==> config.mk <==
export PLATFORM = sky130hd
export DESIGN_NAME = seq_divider_nr
export DESIGN_NICKNAME = d
export VERILOG_FILES = /design/src/rtl/seq_divider_nr.sv
export SDC_FILE = /design/constraint.sdc
export NUM_CORES = 1
export LEC_CHECK = 0
export ABC_CLOCK_PERIOD_IN_PS = 2700
export CAP_MARGIN = 20
export CORE_ASPECT_RATIO = 1.75
export CORE_MARGIN = 4
export CORE_UTILIZATION = 43
export CTS_CLUSTER_SIZE = 14
export DETAILED_ROUTE_END_ITERATION = 8
export HOLD_SLACK_MARGIN = 0.15
export PLACE_DENSITY = 0.77
export SLEW_MARGIN = 20
export SYNTH_ARGS = -nofsm -noshare
export SYNTH_HDL_FRONTEND = slang
export SYNTH_SLANG_ARGS = --single-unit
==> constraint.sdc <==
create_clock -name clk -period 2.7 [get_ports clk]
set_input_delay 0.54 -clock clk [delete_from_list [all_inputs] [get_ports clk]]
set_output_delay 0.54 -clock clk [all_outputs]
set_load 0.1 [all_outputs]
==> src/rtl/seq_divider_nr.sv <==
// Sequential unsigned non-restoring divider, one add/sub step per clock.
// Start/busy/done handshake; results held until the next FIX edge.
module seq_divider_nr #(
    parameter int W = 8
) (
    input  logic         clk,
    input  logic         rst_n,
    input  logic         start,
    input  logic [W-1:0] dividend,
    input  logic [W-1:0] divisor,
    output logic         busy,
    output logic         done,
    output logic [W-1:0] quotient,
    output logic [W-1:0] remainder,
    output logic         div_by_zero
);

    localparam int CW = $clog2(W + 1);

    localparam logic [1:0] IDLE = 2'd0;
    localparam logic [1:0] RUN  = 2'd1;
    localparam logic [1:0] FIX  = 2'd2;

    logic [1:0]    r_state;
    logic [W:0]    r_p;
    logic [W-1:0]  r_q;
    logic [W-1:0]  r_d;
    logic [CW-1:0] r_cnt;
    logic          r_zero;
    logic          r_done;
    logic [W-1:0]  r_quo;
    logic [W-1:0]  r_rem;
    logic          r_dz;

    logic [W:0]    w_shift;
    logic [W:0]    w_pnew;
    logic [W-1:0]  w_rfix;
    logic          w_last;

    // Partial remainder shifted by one dividend bit
    assign w_shift = {r_p[W-1:0], r_q[W-1]};

    // Add or subtract the divisor depending on the sign of P
    assign w_pnew = r_p[W] ? (w_shift + {1'b0, r_d})
                           : (w_shift - {1'b0, r_d});

    // Final correction; the true remainder fits in W bits
    assign w_rfix = r_p[W] ? (r_p[W-1:0] + r_d) : r_p[W-1:0];

    assign w_last = (r_cnt == CW'(W - 1));

    // Control FSM and iteration datapath
    always_ff @(posedge clk or negedge rst_n) begin
        if (!rst_n) begin
            r_state <= IDLE;
            r_p     <= '0;
            r_q     <= '0;
            r_d     <= '0;
            r_cnt   <= '0;
            r_zero  <= 1'b0;
        end else begin
            case (r_state)
                IDLE: begin
                    if (start) begin
                        r_d     <= divisor;
                        r_q     <= dividend;
                        r_p     <= '0;
                        r_cnt   <= '0;
                        r_zero  <= (divisor == '0);
                        r_state <= (divisor == '0) ? FIX : RUN;
                    end
                end
                RUN: begin
                    r_p   <= w_pnew;
                    r_q   <= {r_q[W-2:0], ~w_pnew[W]};
                    r_cnt <= r_cnt + 1'b1;
                    if (w_last) begin
                        r_state <= FIX;
                    end
                end
                FIX: begin
                    r_state <= IDLE;
                end
                default: begin
                    r_state <= IDLE;
                end
            endcase
        end
    end

    // Result registers, loaded only on the FIX edge
    always_ff @(posedge clk or negedge rst_n) begin
        if (!rst_n) begin
            r_done <= 1'b0;
            r_quo  <= '0;
            r_rem  <= '0;
            r_dz   <= 1'b0;
        end else begin
            r_done <= (r_state == FIX);
            if (r_state == FIX) begin
                if (r_zero) begin
                    r_quo <= '1;
                    r_rem <= r_q;
                    r_dz  <= 1'b1;
                end else begin
                    r_quo <= r_q;
                    r_rem <= w_rfix;
                    r_dz  <= 1'b0;
                end
            end
        end
    end

    assign busy        = (r_state != IDLE);
    assign done        = r_done;
    assign quotient    = r_quo;
    assign remainder   = r_rem;
    assign div_by_zero = r_dz;

endmodule

Word level (Yosys, flattened, before mapping)
Index checks and enable logic that the tools add are counted.

Word-level logic and storage cells: 42. Output and inout port bits: 19. Bits in read-only memories: 0. Input port bits: 19. Memory bits (writable): 0. Flip-flop bits (word level): 50. Memories: 0. Latch bits: 0.

Add/subtract/negate cells: 4. Shifts and indexed selects: 0. Equality and inequality tests: 5. Reduce and logical (&&, ||, !) cells: 7. Bitwise logic cells: 1. Div/mod/pow operators: 0. Muxes and demuxes: 15. Multipliers: 0. $lt $le $gt $ge: 0.

Operators by type and width (count): 2-to-1 mux 8 bit (4); 2-to-1 mux 9 bit (2); case mux 9 bit (2 select lines) (1); case mux 8 bit (2 select lines) (1); adder 9 x 8 -> 9 bit (1); subtractor 9 x 8 -> 9 bit (1); adder 8 bit (1); logical NOT 8 bit (1); case mux 4 bit (2 select lines) (1); 2-to-1 mux 2 bit (3); AND reduction 2 bit (3); adder 4 x 1 -> 4 bit (second input constant) (1); equality test 4 x 3 -> 1 bit (second input constant) (1); 2-to-1 mux 4 bit (1); != test 2 bit (second input constant) (2); case mux 2 bit (2 select lines) (1); nonzero test 2 bit (2); equality test 2 x 1 -> 1 bit (second input constant) (1); equality test 2 bit (second input constant) (1); logical NOT 2 bit (1); 2-to-1 mux 1 bit (1); NOT 1 bit (1).

Depth between registers and ports, before layout
Gate-level depths: netlist of the first run.

Depth after elaboration: 4. Depth in mapped cells: 12. Depth with buffers taken out: 12.

Worst setup path after synthesis of the first run
OpenSTA, ideal clock, no wires.

Kind: register -> register. Start: reg r_d[1]. End: reg r_p[7]. Period minus slack after synthesis: 2.426 ns. Required time: 2.571 ns. Library setup time: 0.129 ns. Stages on the path, launching flop included: 12. Arrival: 2.297 ns. Setup slack: 0.274 ns. Cell sequence: dfrtp_1 > inv_1 > ha_1 > nor3b_1 > nor2_1 > xor2_1 > ha_1 > a21o_2 > a21o_1 > a211oi_1 > xnor2_1 > o21ai_1.

Word-level cells in the longest chain between the ends: 3. Elaborated cells on any way between the ends: 4. Those cells by class: add/sub: 2; mux: 2.

Ends and longest elaborated chain: start, declared (line 27) `logic [W-1:0] r_d;`; start signal, assigned (line 65) `r_d <= divisor;`; subtractor 9 x 8 -> 9 bit / adder 9 x 8 -> 9 bit (equally long branches) (line 45, 44); 2-to-1 mux 9 bit (*) (line 44) `assign w_pnew = r_p[W] ? (w_shift + {1'b0, r_d})`; case mux 9 bit (2 select lines) (*) (line 62) `case (r_state)`; end signal, assigned (line 74) `r_p <= w_pnew;`; end, declared (line 25) `logic [W:0] r_p;`.

Every way passes the cells marked *; elsewhere a longest branch is shown, timed or not. A chain may end at the register's enable or synchronous reset.

Worst setup path after layout of the first run
Ends and elaborated chain as after synthesis.

==> run summary, run 1 <==
global-route usage over all layers: 18.4%
kind of start point of the critical path: flip-flop
first-pass GRT wire length: 12100 um
CP Max Fanout: 4
Data required, critical path: 2860 ps
skew final: 4.08 ps
Antenna Cells: 0
Post-synth top flop: dfrtp_1
metal2 WL: 3970 um
setup_tns: 0 ps
io pins: 38
hold_sp: div_by_zero
most common cell in the netlist: dfrtp_1
library cells used by synthesis: 44
Synth Area per Inst: 9.20 sq um
crit path from: r_d[1]
fin crit period: 2520 ps
fillcell total: 627
die width: 70.8 um
post-synthesis sequential area ratio: 42.1%
gr ovfl total: 0
CTS root buf: clkbuf_16
slowest CP cell: dfrtp_1
worst rel slew slack: 65.3%
antenna violations before repair: 0
Final Hold Vio Count: 0
Synth Cell Area: 2970 sq um
vias per cell: 5.50
number of H-tree levels: 2
routed len/inst: 16.3 um
Hold Crit Class: reg -> reg
# nets final: 409
synth top area cells: dfrtp_1, ha_1, o21ai_0
multi-input logic area: 1600 sq um
Seq cells post-synth: 50
Critical Path Most Common Cell: ha_1
Worst-path clk slew: 70 ps
# rows: 39
First-pass DRT Iterations: 4
die area: 8350 sq um
DP Wirelength: 5710 um
Slew @ Worst Pin: 521 ps
post-route clock period utilization: 93.3%
wire length on met1: 2740 um
number of global-route vias before repair: 2601
asr flop ratio synth: 100%
deepest clock path buffer count: 2
max-slew violation count: 0
maxcap violations: 0
total vias in the final route: 2487
RSZ-0062 raised after global routing: no
critical path type: reg -> reg
Reg area: 1250 sq um
CTS tree: built
arrival time worst endpoint: 2680 ps
Post-CTS Setup Bufs: 0
Clk Latency, worst-skew pair: 290 ps
Die H: 118 um
largest area contributor in the netlist: dfrtp_1
largest net degree at the start of global routing: 30
Commonest cells post-synth: dfrtp_1, nand2_1, o21ai_0
Worst setup EP type: flip-flop
TritonCTS Buffers: 5
worst hold slack: 473 ps
final wirelength: 7350 um
Syn Nets: 363
PortBufs: 37
max layer used: met4
area delta synth->final: 21.9%
DRT iter0 DRCs: 130
r2r startpoint: r_d[1]
Initial Utilization: 44.8%
cell count after synthesis: 323
RD Place Congestion: 0.845
layout cells sized above 1: 16.8%
Core ar.: 6640 sq um
cells along the critical path: inv_2, ha_1, nor3b_1, buf_4, nor2_1, xor2_1, ha_1, a21o_2, a21o_1, a211oi_1, xnor2_1, o21ai_1
number of synthesized flops with an enable pin: 0
post-route ant nets: 0
DR DRC count: 0
status: finished clean
synth warn: 0
post-synth top area share: 42.1%
Final Setup Violations: 0
met3 WL post-DR: 191 um
Crit path largest cell delay: 420 ps
r2r setup slk: 180 ps
# clock sinks: 50
Max Fclk: 397 MHz
==> timing repair <==
| item | CTS | global route |
|---|---|---|
| endpoints found under the setup margin | 0 | 2 |
| hold buffers | 1 | 0 |
| resized for setup | 0 | 3 |
| hold endpoints to repair | 10 | 0 |
==> layout make-up <==
class	instances	share of cell area, %
timing repair buffer	54	12.4
sequential	50	34.6
clock buffer	5	3.46
clock inverter	3	1.11
inverter	15	1.56
multi-input combinational	243	44.1
tap	82	2.83
==> final timing paths <==
kind,to,depth (start not counted)
max in group asynchronous,r_d[0],3
worst max-delay path,r_p[7],12
min in group asynchronous,r_q[7],2
worst max register to register,r_p[7],12
worst min-delay path,div_by_zero,2
worst min register to register,div_by_zero,2
==> critical path, delay by kind of cell (launching register included) <==
family                   cells  cell delay [ps]
AO/OA/AOI/OAI                4              730
adder cells (fa/ha/maj)      2              470
flip-flops                   1              420
XOR/XNOR                     2              300
buffers and inverters        2              250
AND/OR/NAND/NOR              2              220
==> sequential cells by signal (all words and copies together) (netlist names), 2 cells and up <==
register / cells
r_cnt: 4
quotient: 8
r_state: 2
remainder: 8
r_q: 8
r_d: 8
r_p: 9
==> per-layer routing <==
| metal | global-route usage (%) | up-vias |
|---|---|---|
| met5 | 0 | - |
| met4 | 11.9 | 0 |
| met3 | 2.99 | 24 |
| met2 | 33.9 | 50 |
| met1 | 18.3 | 1202 |
| li1 | - | 1211 |
==> metrics by stage <==
step                      instances  utilization, %  area (sq um)  setup WS, ps
after floorplan                 323               -          2970           274
after global placement          443            51.8          3440           175
after detailed placement        443            51.8          3440           153
after CTS                       452            54.4          3610           140
after global routing            452            54.5          3620          28.0
final                           452            54.5          3620           181
==> cells in the final DEF (no fill, tap or decap), types with 3 or more instances in the layout <==
| cell type | count |
|---|---|
| mux2i_1 | 5 |
| xnor2_1 | 10 |
| a21oi_1 | 12 |
| a22oi_1 | 7 |
| nand2_1 | 46 |
| nand3_1 | 5 |
| a21o_1 | 6 |
| a211oi_1 | 4 |
| dfrtp_1 | 49 |
| xor2_1 | 8 |
| ha_1 | 19 |
| mux2_2 | 7 |
| inv_2 | 3 |
| clkbuf_16 | 5 |
| inv_1 | 12 |
| nor2_1 | 23 |
| buf_4 | 35 |
| nor2b_1 | 10 |
| o21ai_0 | 40 |
| a31oi_1 | 5 |
| nand2b_1 | 3 |
| clkdlybuf4s50_1 | 17 |
| o21ai_1 | 3 |
==> cells by family after synthesis <==
| group | after synthesis | synth area share [%] |
|---|---|---|
| flip-flops | 50 | 42.1 |
| AND/OR/NAND/NOR | 99 | 14.9 |
| buffers and inverters | 30 | 4.34 |
| multiplexers | 12 | 4.34 |
| XOR/XNOR | 18 | 5.31 |
| adder cells (fa/ha/maj) | 21 | 9.35 |
| AO/OA/AOI/OAI | 93 | 19.7 |
Power of run 1 is not shown: default switching activity piles up to over one toggle a cycle in this logic, so the estimate is an artifact.
==> inputs of run 2 (changes only) <==
--- a/config.mk
+++ b/config.mk
@@ -7,13 +7,13 @@
 export LEC_CHECK = 0
 export ABC_CLOCK_PERIOD_IN_PS = 2700
 export CAP_MARGIN = 20
-export CORE_ASPECT_RATIO = 1.75
 export CORE_MARGIN = 4
 export CORE_UTILIZATION = 43
 export CTS_CLUSTER_SIZE = 14
 export DETAILED_ROUTE_END_ITERATION = 8
 export HOLD_SLACK_MARGIN = 0.15
 export PLACE_DENSITY = 0.77
+export REMOVE_ABC_BUFFERS = 1
 export SLEW_MARGIN = 20
 export SYNTH_ARGS = -nofsm -noshare
 export SYNTH_HDL_FRONTEND = slang
==> run 2 against run 1 <==
Net effect: critical path depth is 1 lower; hold slack got worse by 270 ps; core utilization down 2.4 points; non-clock buffer count shrank 8; critical endpoint is now r_q[0]; die area is 0.62% lower; critical path type unchanged; sequential cell count unchanged; worst setup slack worse by 57 ps; highest routed layer unchanged; final area is 2.6% lower; first-iteration DRC count fell by 18%; final cell count decreased by 2.2%; via count shrank 1.2%; sequential share of layout area rose by 1.0 points.
==> run summary, run 2 (synthesized netlist as in run 1, its figures left out) <==
status: finished clean
Data required, critical path: 2940 ps
gr ovfl total: 0
# nets final: 401
CTS tree: built
RD Place Congestion: 0.879
final wirelength: 6820 um
most common cell after layout, fill and taps aside: dfrtp_1
Final Hold Vio Count: 0
cells along the critical path: nor3_4, nand2_1, o21ai_1, xnor2_1, ha_1, a21o_1, a21o_1, a221oi_2, xnor2_1, nand2_1, o211ai_2
CP bufs+invs: 0
kind of start point of the critical path: flip-flop
Core ar.: 6760 sq um
die area: 8300 sq um
Antenna Cells: 0
routed len/inst: 15.4 um
DR DRC count: 0
delay-heaviest family, CP: compound AO/OA/AOI/OAI gates
Final Setup Violations: 0
critical path type: reg -> reg
vias per cell: 5.56
DRT iter0 DRCs: 107
antenna violations before repair: 0
worst rel slew slack: 56.6%
Final Util: 52.2%
number of global-route vias before repair: 2447
post-route ant nets: 0
fin crit period: 2580 ps
Hold Crit Class: in -> async
skew final: 20.7 ps
PortBufs: 37
layout cells sized above 1: 16.6%
slowest CP cell: dfrtp_2
Max Fclk: 388 MHz
# clock sinks: 50
area delta synth->final: 18.7%
First-pass DRT Iterations: 4
global-route usage over all layers: 17.3%
post-route clock period utilization: 95.4%
TritonCTS Buffers: 5
most frequent cells in the layout: dfrtp_1, nand2_1, o21ai_0, buf_4, nor2_1
Crit path largest cell delay: 480 ps
die width: 91.1 um
deepest clock path buffer count: 2
total vias in the final route: 2458
# rows: 30
CTS root buf: clkbuf_8
Post-Place Cells: 432
count of hold-fix buffers inserted at cts: 0
max-slew violation count: 0
non-filler cells, final: 442
Die H: 91.1 um
Clk Latency, worst-skew pair: 320 ps
Worst setup EP type: flip-flop
CP Max Fanout: 5
max reg flops: 9
DP Wirelength: 5200 um
largest net degree at the start of global routing: 30
worst hold slack: 208 ps
number of H-tree levels: 2
Worst-path clk slew: 110 ps
io pins: 38
Slew @ Worst Pin: 649 ps
Initial Utilization: 44.0%
first-pass GRT wire length: 11500 um
maxcap violations: 0
arrival time worst endpoint: 2820 ps
Biggest register: r_p
-- run 2: worst reg2reg max path: stages, from the launching register on --
cell      delay [ps]
dfrtp_2          480
nor3_4           240
nand2_1           80
o21ai_1          150
xnor2_1          170
ha_1             300
a21o_1           180
a21o_1           180
a221oi_2         320
xnor2_1          200
nand2_1          100
o211ai_2          90
-- run 2: worst paths after layout --
path / from / end / slack (ps) / cells past startpoint
hold / removal: rst_n / quotient[5] / 210 / 1
setup / recovery: r_d[2] / r_q[0] / 120 / 11
setup reg to reg: r_d[2] / r_q[0] / 120 / 11
hold reg to reg: div_by_zero / div_by_zero / 480 / 2
min in group clk: div_by_zero / div_by_zero / 480 / 2
max in group asynchronous: rst_n / r_d[1] / 1950 / 2
-- run 2: routing by layer --
layer / wire, um / share of wire [%] / GRT usage, % / vias to the layer above
li1: - / - / - / 1193
met1: 3010 / 44 / 21.2 / 1188
met2: 3280 / 48 / 28.7 / 57
met3: 270 / 4.0 / 3.23 / 20
met4: 257 / 3.8 / 9.42 / 0
met5: 0 / 0 / 0 / -
-- run 2: area by class of cell --
type	instances	area, sq um
inverters	15	56.3
clock buffers	5	68.8
multi-input cells	243	1620
well taps	80	100
clock inverters	3	28.8
fillers	626	3230
repair buffers	46	398
flip-flops and latches	50	1250
-- run 2: per-stage QoR --
stage	instance area [sq um]	TNS, ps	worst slack [ps]
final	3520	0	124
after global routing	3520	-4.45	-2.29
after CTS	3480	0	11.4
after detailed placement	3380	0	21.0
after global placement	3380	0	113
after floorplan	2900	0	266
-- run 2: what timing repair did --
item / 4_1_cts / 5_1_grt
pin swaps: 0 / 2
gates cloned: 0 / 0
gates resized for setup: 1 / 10
setup buffers: 0 / 2
endpoints found under the setup margin: 1 / 3
Power of run 2 is left out for the same reason.
==> inputs of run 3 (changes only) <==
--- a/config.mk
+++ b/config.mk
@@ -12,7 +12,7 @@
 export CTS_CLUSTER_SIZE = 14
 export DETAILED_ROUTE_END_ITERATION = 8
 export HOLD_SLACK_MARGIN = 0.15
-export PLACE_DENSITY = 0.77
+export PLACE_DENSITY = 0.74
 export REMOVE_ABC_BUFFERS = 1
 export SLEW_MARGIN = 20
 export SYNTH_ARGS = -nofsm -noshare
==> run 3 against run 2 <==
Net effect: core utilization hardly changed; sequential cell count stayed put; register-to-register slack better by 60 ps; highest routed layer unchanged; critical path depth stayed put; first-iteration DRC count is 29% higher; hold slack worse by 44 ps; final area hardly changed; maximum frequency is 2.3% higher.
==> run summary, run 3 (synthesized netlist as in run 1, its figures left out) <==
first-pass GRT wire length: 11300 um
area delta synth->final: 18.6%
vias per cell: 5.51
largest net degree at the start of global routing: 30
Crit path largest cell delay: 480 ps
skew final: 10.4 ps
slowest CP cell: dfrtp_2
antenna violations before repair: 0
critical path type: reg -> reg
CTS root buf: clkbuf_8
Data required, critical path: 2940 ps
Max Fclk: 397 MHz
deepest clock path buffer count: 2
kind of start point of the critical path: flip-flop
worst rel slew slack: 52.9%
max reg flops: 9
number of global-route vias before repair: 2380
RSZ-0062 raised after global routing: no
die width: 91.1 um
io pins: 38
global-route usage over all layers: 16.8%
Core ar.: 6760 sq um
R2R depth: 11
DR DRC count: 0
fin crit period: 2520 ps
CP Depth: 11
die area: 8300 sq um
RD Place Congestion: 0.929
Die H: 91.1 um
maxcap violations: 0
post-route ant nets: 0
worst reg2reg path endpoint: r_q[0]
routed len/inst: 15.2 um
PortBufs: 37
fillcell total: 622
Antenna Cells: 0
Worst-path clk slew: 90 ps
setup_tns: 0 ps
Clk Latency, worst-skew pair: 310 ps
Final Setup Violations: 0
CP bufs+invs: 0
DRT iter0 DRCs: 138
non-filler cells, final: 441
DP Wirelength: 5130 um
arrival time worst endpoint: 2760 ps
First-pass DRT Iterations: 4
TritonCTS Buffers: 5
delay-heaviest family, CP: compound AO/OA/AOI/OAI gates
post-route clock period utilization: 93.2%
gr ovfl total: 0
Final Util: 52.1%
worst hold slack: 164 ps
# nets final: 400
status: finished clean
# rows: 30
Final Hold Vio Count: 0
Post-Place Cells: 433
number of H-tree levels: 2
layout cells sized above 1: 15.8%
cells along the critical path: nor3_4, nand2_1, o21ai_1, xnor2_1, ha_1, a21o_1, a21o_1, a221oi_2, xnor2_1, nand2_1, o211ai_2
Biggest register: r_p
final wirelength: 6710 um
max-slew violation count: 0
r2r setup slk: 180 ps
most common cell after layout, fill and taps aside: dfrtp_1
total vias in the final route: 2428
Slew @ Worst Pin: 706 ps
Hold Crit Class: in -> async
Initial Utilization: 44.0%
CTS tree: built
CP Max Fanout: 5
most frequent cells in the layout: dfrtp_1, nand2_1, o21ai_0, buf_4, nor2_1
r2r startpoint: r_d[2]
# clock sinks: 50
Worst setup EP type: flip-flop
==> run 3: layout make-up <==
cell class	instances	area, sq um	area share (%)
tap	80	100	2.84
timing repair buffer	45	378	10.7
clock inverter	3	47.5	1.35
sequential	50	1250	35.6
multi-input combinational	243	1620	45.9
clock buffer	5	68.8	1.95
inverter	15	56.3	1.60
==> run 3: worst register-to-register path, stage by stage (launching register included) <==
cell	delay (ps)
dfrtp_2	480
nor3_4	250
nand2_1	90
o21ai_1	150
xnor2_1	170
ha_1	290
a21o_1	180
a21o_1	190
a221oi_2	300
xnor2_1	190
nand2_1	100
o211ai_2	90
==> run 3: stage by stage <==
step                      area [sq um]  setup WS, ps
after CTS                         3490          30.1
after global placement            3380           147
final                             3520           182
after detailed placement          3380          65.5
after global routing              3520          1.94
after floorplan                   2900           266
==> run 3: timing repair <==
item | in CTS | in global routing
hold buffers | 0 | 0
setup endpoints to repair | 0 | 3
gates resized for setup | 0 | 10
buffers inserted | 0 | 0
==> run 3: worst max-delay path by stage <==
stage | startpoint | endpoint | slack [ps]
detailed placement | r_d[1] | r_p[7] | 70
finish | r_d[2] | r_q[0] | 180
global route | r_d[0] | r_q[0] | 2
global placement | r_d[1] | r_p[7] | 150
CTS | r_d[1] | r_p[7] | 30
floorplan | r_d[1] | r_p[7] | 270
==> run 3: routing by layer <==
layer  wire length, um  up-vias  track usage, %  part of all wire (%)
met3               300       16            2.65                   4.5
met4               185        0            7.91                   2.8
li1                  -     1196               -                     -
met2              3160       63            27.5                    47
met1              3060     1153            21.7                    46
met5                 0        -               0                     0
Power of run 3 is left out for the same reason.
